File: src/rtl/mem_interface.sv
// Memory-side stage between MAR/MDR and a synchronous single-port RAM.
// Sequences one read or write at a time with programmable wait states before the RAM strobe.
module mem_interface #(
   parameter int ADDR_WIDTH  = 9,
   parameter int WAIT_STATES = 2
) (
   input  logic                  clock,
   input  logic                  clear,
   input  logic                  read,
   input  logic                  write,
   input  logic [31:0]           MAR_in,
   input  logic [31:0]           MDR_in,
   output logic [31:0]           Mdatain,
   output logic                  mem_done,
   output logic                  busy,
   output logic                  err,
   output logic [ADDR_WIDTH-1:0] ram_addr,
   output logic [31:0]           ram_wdata,
   output logic                  ram_re,
   output logic                  ram_we,
   input  logic [31:0]           ram_rdata
);

   typedef enum logic [2:0] {
      S_IDLE,
      S_WAIT,
      S_ISSUE,
      S_CAPTURE,
      S_DONE
   } state_t;

   localparam logic [3:0] WAIT_INIT = 4'(WAIT_STATES);
   localparam logic       WAIT_EN   = (WAIT_STATES > 0);

   state_t                state_q, state_d;
   logic [3:0]            cnt_q, cnt_d;
   logic [ADDR_WIDTH-1:0] addr_q, addr_d;
   logic [31:0]           wdata_q, wdata_d;
   logic [31:0]           mdat_q, mdat_d;
   logic                  is_write_q, is_write_d;
   logic                  err_q, err_d;
   logic                  accept;

   // Only the low ADDR_WIDTH bits of the MAR address the RAM.
   generate
      if (ADDR_WIDTH < 32) begin : g_mar_upper
         logic mar_upper_unused;
         assign mar_upper_unused = ^MAR_in[31:ADDR_WIDTH];
      end
   endgenerate

   assign accept = ((state_q == S_IDLE) || (state_q == S_DONE)) && (read || write);

   always_comb begin
      state_d    = state_q;
      cnt_d      = cnt_q;
      addr_d     = addr_q;
      wdata_d    = wdata_q;
      mdat_d     = mdat_q;
      is_write_d = is_write_q;
      err_d      = 1'b0;
      case (state_q)
         S_IDLE, S_DONE: begin
            if (accept) begin
               addr_d     = MAR_in[ADDR_WIDTH-1:0];
               wdata_d    = MDR_in;
               cnt_d      = WAIT_INIT;
               // A simultaneous read+write request is resolved as a write.
               is_write_d = write;
               err_d      = read & write;
               state_d    = WAIT_EN ? S_WAIT : S_ISSUE;
            end else begin
               state_d = S_IDLE;
            end
         end
         S_WAIT: begin
            cnt_d = cnt_q - 4'd1;
            if (cnt_q <= 4'd1) begin
               state_d = S_ISSUE;
            end
         end
         S_ISSUE: begin
            state_d = is_write_q ? S_DONE : S_CAPTURE;
         end
         S_CAPTURE: begin
            mdat_d  = ram_rdata;
            state_d = S_DONE;
         end
         default: begin
            state_d = S_IDLE;
         end
      endcase
   end

   always_ff @(posedge clock) begin
      if (clear) begin
         state_q    <= S_IDLE;
         cnt_q      <= '0;
         addr_q     <= '0;
         wdata_q    <= '0;
         mdat_q     <= '0;
         is_write_q <= 1'b0;
         err_q      <= 1'b0;
      end else begin
         state_q    <= state_d;
         cnt_q      <= cnt_d;
         addr_q     <= addr_d;
         wdata_q    <= wdata_d;
         mdat_q     <= mdat_d;
         is_write_q <= is_write_d;
         err_q      <= err_d;
      end
   end

   // Outputs are decoded from registered state so strobes are glitch-free single-cycle pulses.
   assign busy      = (state_q == S_WAIT) || (state_q == S_ISSUE) || (state_q == S_CAPTURE);
   assign mem_done  = (state_q == S_DONE);
   assign ram_re    = (state_q == S_ISSUE) && !is_write_q;
   assign ram_we    = (state_q == S_ISSUE) && is_write_q;
   assign ram_addr  = addr_q;
   assign ram_wdata = wdata_q;
   assign Mdatain   = mdat_q;
   assign err       = err_q;

endmodule

File: config.mk
export PLATFORM = sky130hd
export DESIGN_NAME = mem_interface
export DESIGN_NICKNAME = d
export VERILOG_FILES = /design/src/rtl/mem_interface.sv
export SDC_FILE = /design/constraint.sdc
export NUM_CORES = 1
export LEC_CHECK = 0
export ABC_AREA = 1
export CORE_MARGIN = 4
export CORE_UTILIZATION = 31
export CTS_CLUSTER_DIAMETER = 200
export DETAILED_ROUTE_END_ITERATION = 16
export GPL_TIMING_DRIVEN = 0
export PLACE_DENSITY = 0.78
export SLEW_MARGIN = 30
export SYNTH_ARGS = -nofsm -noshare
export SYNTH_HDL_FRONTEND = slang
export SYNTH_SLANG_ARGS = --single-unit
File: constraint.sdc
create_clock -name clock -period 1.45 [get_ports clock]
set_input_delay 0.29 -clock clock [delete_from_list [all_inputs] [get_ports clock]]
set_output_delay 0.29 -clock clock [all_outputs]
set_load 0.02 [all_outputs]
==> flow_summary.ini <==
[logic_synthesis]
synth_fp_nets = 492
yosys.area_share.xor_xnor = 0
syn_avg_cell_area_um2 = 7.790
syn_area_mm2 = 0.003038
yosys.area_share.adder = 0.008237
synthCells = 390
ys_ff_latch = 82
synth_seq_area_share = 0.5404
synth_compound_area_frac = 0.1310
synth_simple_gate_area_frac = 0.2595
yosysWarnings = 0
synth_top_family_by_area = simple AND/OR/NAND/NOR gates
synth_mux_area_frac = 0
synthDistinctLibCells = 23

[die]
core_mm2 = 0.009371
fp.dieH_um = 107.0
num_rows = 35
dieArea_mm2 = 0.01145
die_w_um = 107.0
initial_core_util = 0.3242
io_pins = 178

[detailed_routing]
vias = 3195
wl_um = 9214
drc = 0
drtIter0Drc = 178
vias_per_cell = 4.584
ant_nets = 0
firstDrtPassIters = 4
wl_per_cell_um = 13.22

[grt]
grt_busiest_layer = met2
grt_pass1_vias = 2982
antenna_found_initial = 0
use_met1 = 0.1855
grt_overflow = 0
grt_pass1_wl_um = 14280
use_met3 = 0.05057
globalRouteTotalUtil = 0.1555
grt_util_met2 = 0.2653
grt_start_max_net_pins = 14

[worst_setup_path]
endpoint_kind = output port
worstSetupStartpointType = flop
cp_max_fo = 5
cp.required_ns = 1.16
critPathArrivalTime_ns = 1.14
path_class = flop to output port

[sta]
rsz0062_at_grt = true
hold_violations = 0
maxSlewViolCount = 0
slew_headroom = 0.7086
setup_viol = 0
max_freq_ghz = 0.7009
tightestPinTransition_ns = 0.4371
min_period_over_period = 0.9839
layout_min_cycle_time_ns = 1.427
setup-tns-final_ns = 0
skew_ns = 0.005923

[power_and_ir_drop]
p_switching_w = 0.002796
irDropWorstVdd_uv = 735.7
powerDensity_mw_per_mm2 = 1587
p_comb_frac = 0.386
seqPwrFrac = 0.372
switching_share = 0.3534
p_leak_nw = 2.266
clockPowerShare = 0.243
p_int_w = 0.005116

[clocking]
clk_path_buf_depth = 2
root_buffer = clkbuf_8
clk_pin_slew_ns = 0.08
htree_levels = 3
numCtsBuffers = 9
postCtsHoldBufs = 0
clock-sinks = 82
insertion_delay_ns = 0.34
cts_tree = built

[cells_and_area]
nets = 666
fillers = 920
n_antenna_cell = 0
drive_gt1_frac = 0.1021
multiInputGateArea_mm2 = 0.001216
area_growth_pct = 64.09
area.sequential_mm2 = 0.001653
fin_util = 0.5319

[placement]
port_buffers = 154
place.gp.congestion = 0.7477
dpl.hpwl_um = 7010

[min_path]
hp-class = flop to flop

[outcome]
status = completed

[job]
cap_violations = 0
## power groups by stage
stage,logic [W],registers (W),clock network [W]
CTS,0.00293,0.00294,0.00199
finish,0.00305,0.00294,0.00192
detailed placement,0.00309,0.00298,0
global placement,0.00303,0.00296,0
floorplan,0.00133,0.00339,0
global route,0.00335,0.00300,0.00209
## cells in the final DEF (no fill, tap or decap)
cell             instances
clkinv_1                 1
clkbuf_8                 9
nor2_2                   2
nor2_1                  74
o21bai_1                 1
nand2_4                  1
bufinv_16                3
buf_1                    1
inv_1                   12
nand3b_1                 1
clkinv_4                 1
nor2_4                   1
inv_2                    1
dlygate4sd2_1           74
o21ai_0                  4
clkbuf_1                 7
nand2_1                 55
inv_4                    2
dfxtp_1                 79
clkdlybuf4s50_1         76
clkbuf_2                 6
clkinv_2                 1
nand4_1                  1
buf_4                   15
dfxtp_4                  3
nor3_2                   1
buf_6                    4
buf_2                    7
a21oi_1                 44
nand3_1                 46
o21ai_1                 30
nand3_2                  1
nor3_1                   2
ha_1                     2
## per-stage QoR
step | cell area [um2] | setup WS (ns) | std cells | hold WS [ns] | power [W]
floorplan | 3038 | 0.1570 | 390 | 0.4310 | 0.004723
global placement | 4741 | -0.4059 | 673 | 0.4480 | 0.005995
detailed placement | 4741 | -0.4153 | 673 | 0.4535 | 0.006069
CTS | 4912 | -0.01208 | 690 | 0.4602 | 0.007860
global route | 4985 | -0.06651 | 697 | 0.4697 | 0.008434
finish | 4985 | 0.02329 | 697 | 0.4602 | 0.007912
## flip-flops by register name, summed over array words and instances (netlist names)
name,flops
Mdatain,32
cnt_q,4
err,1
ram_addr,9
state_q,3
is_write_q,1
ram_wdata,32
## metal layers
metal  share of wire  wire [um]  vias to the layer above
met4           0.012        114                        0
met2            0.48       4416                      121
met3           0.085        786                       10
met1            0.42       3896                     1451
met5               0          0                        -
li1                -          -                     1613
## critical path, stage by stage (launching register included)
cell,delay (ns)
dfxtp_4,0.37
inv_4,0.07
nand4_1,0.14
inv_1,0.10
buf_6,0.12
## timing repair
action / 4_1_cts / 5_1_grt
resized for setup: 110 / 15
pin swaps: 2 / 3
hold endpoints to repair: 0 / 0
setup buffers: 2 / 7
endpoints found under the setup margin: 101 / 34
## worst paths after layout
check	slack, ns	end	cells after the start	from
max	0.02	ram_re	4	state_q[2]$_SDFFE_PP0P_
min	0.46	ram_addr[1]$_SDFFE_PP0P_	2	ram_addr[1]$_SDFFE_PP0P_
max reg2reg	0.12	Mdatain[29]$_SDFFE_PP0P_	6	state_q[2]$_SDFFE_PP0P_
min reg2reg	0.46	ram_addr[1]$_SDFFE_PP0P_	2	ram_addr[1]$_SDFFE_PP0P_
## cells in the mapped netlist
| master | count | area share |
|---|---|---|
| dfxtp_1 | 82 | 0.54 |
| nor2_1 | 76 | 0.094 |
| nand2_1 | 55 | 0.068 |
| nand3_1 | 46 | 0.076 |
| a21oi_1 | 44 | 0.072 |
| o21ai_1 | 30 | 0.049 |
| inv_1 | 14 | 0.017 |
| clkbuf_1 | 12 | 0.015 |
| buf_2 | 7 | 0.012 |
| buf_4 | 5 | 0.012 |
| o21ai_0 | 4 | 0.0066 |
| buf_1 | 2 | 0.0025 |
| ha_1 | 2 | 0.0082 |
| nor3_1 | 2 | 0.0033 |
| clkinv_1 | 1 | 0.0012 |
| inv_2 | 1 | 0.0012 |
| nand2_4 | 1 | 0.0037 |
| nand3_2 | 1 | 0.0033 |
| nand3b_1 | 1 | 0.0025 |
| nand4_1 | 1 | 0.0021 |
| nor2_4 | 1 | 0.0037 |
| nor3_2 | 1 | 0.0033 |
| o21bai_1 | 1 | 0.0025 |
## final cells by class
class | count | share of cell area
inverter | 16 | 0.01305
tap | 129 | 0.03238
multi-input combinational | 266 | 0.2440
clock inverter | 5 | 0.02083
sequential | 82 | 0.3316
timing repair buffer | 163 | 0.3045
buffer | 26 | 0.02811
clock buffer | 10 | 0.02560
## logic make-up (layout without fill, tap and decap cells)
kind of cell | count (synthesis) | count (layout)
buffers and inverters | 42 | 220
flip-flops | 82 | 82
AND/OR/NAND/NOR | 185 | 185
AO/OA/AOI/OAI | 79 | 79
adder cells (fa/ha/maj) | 2 | 2
Power figures use the tool's default switching activity.
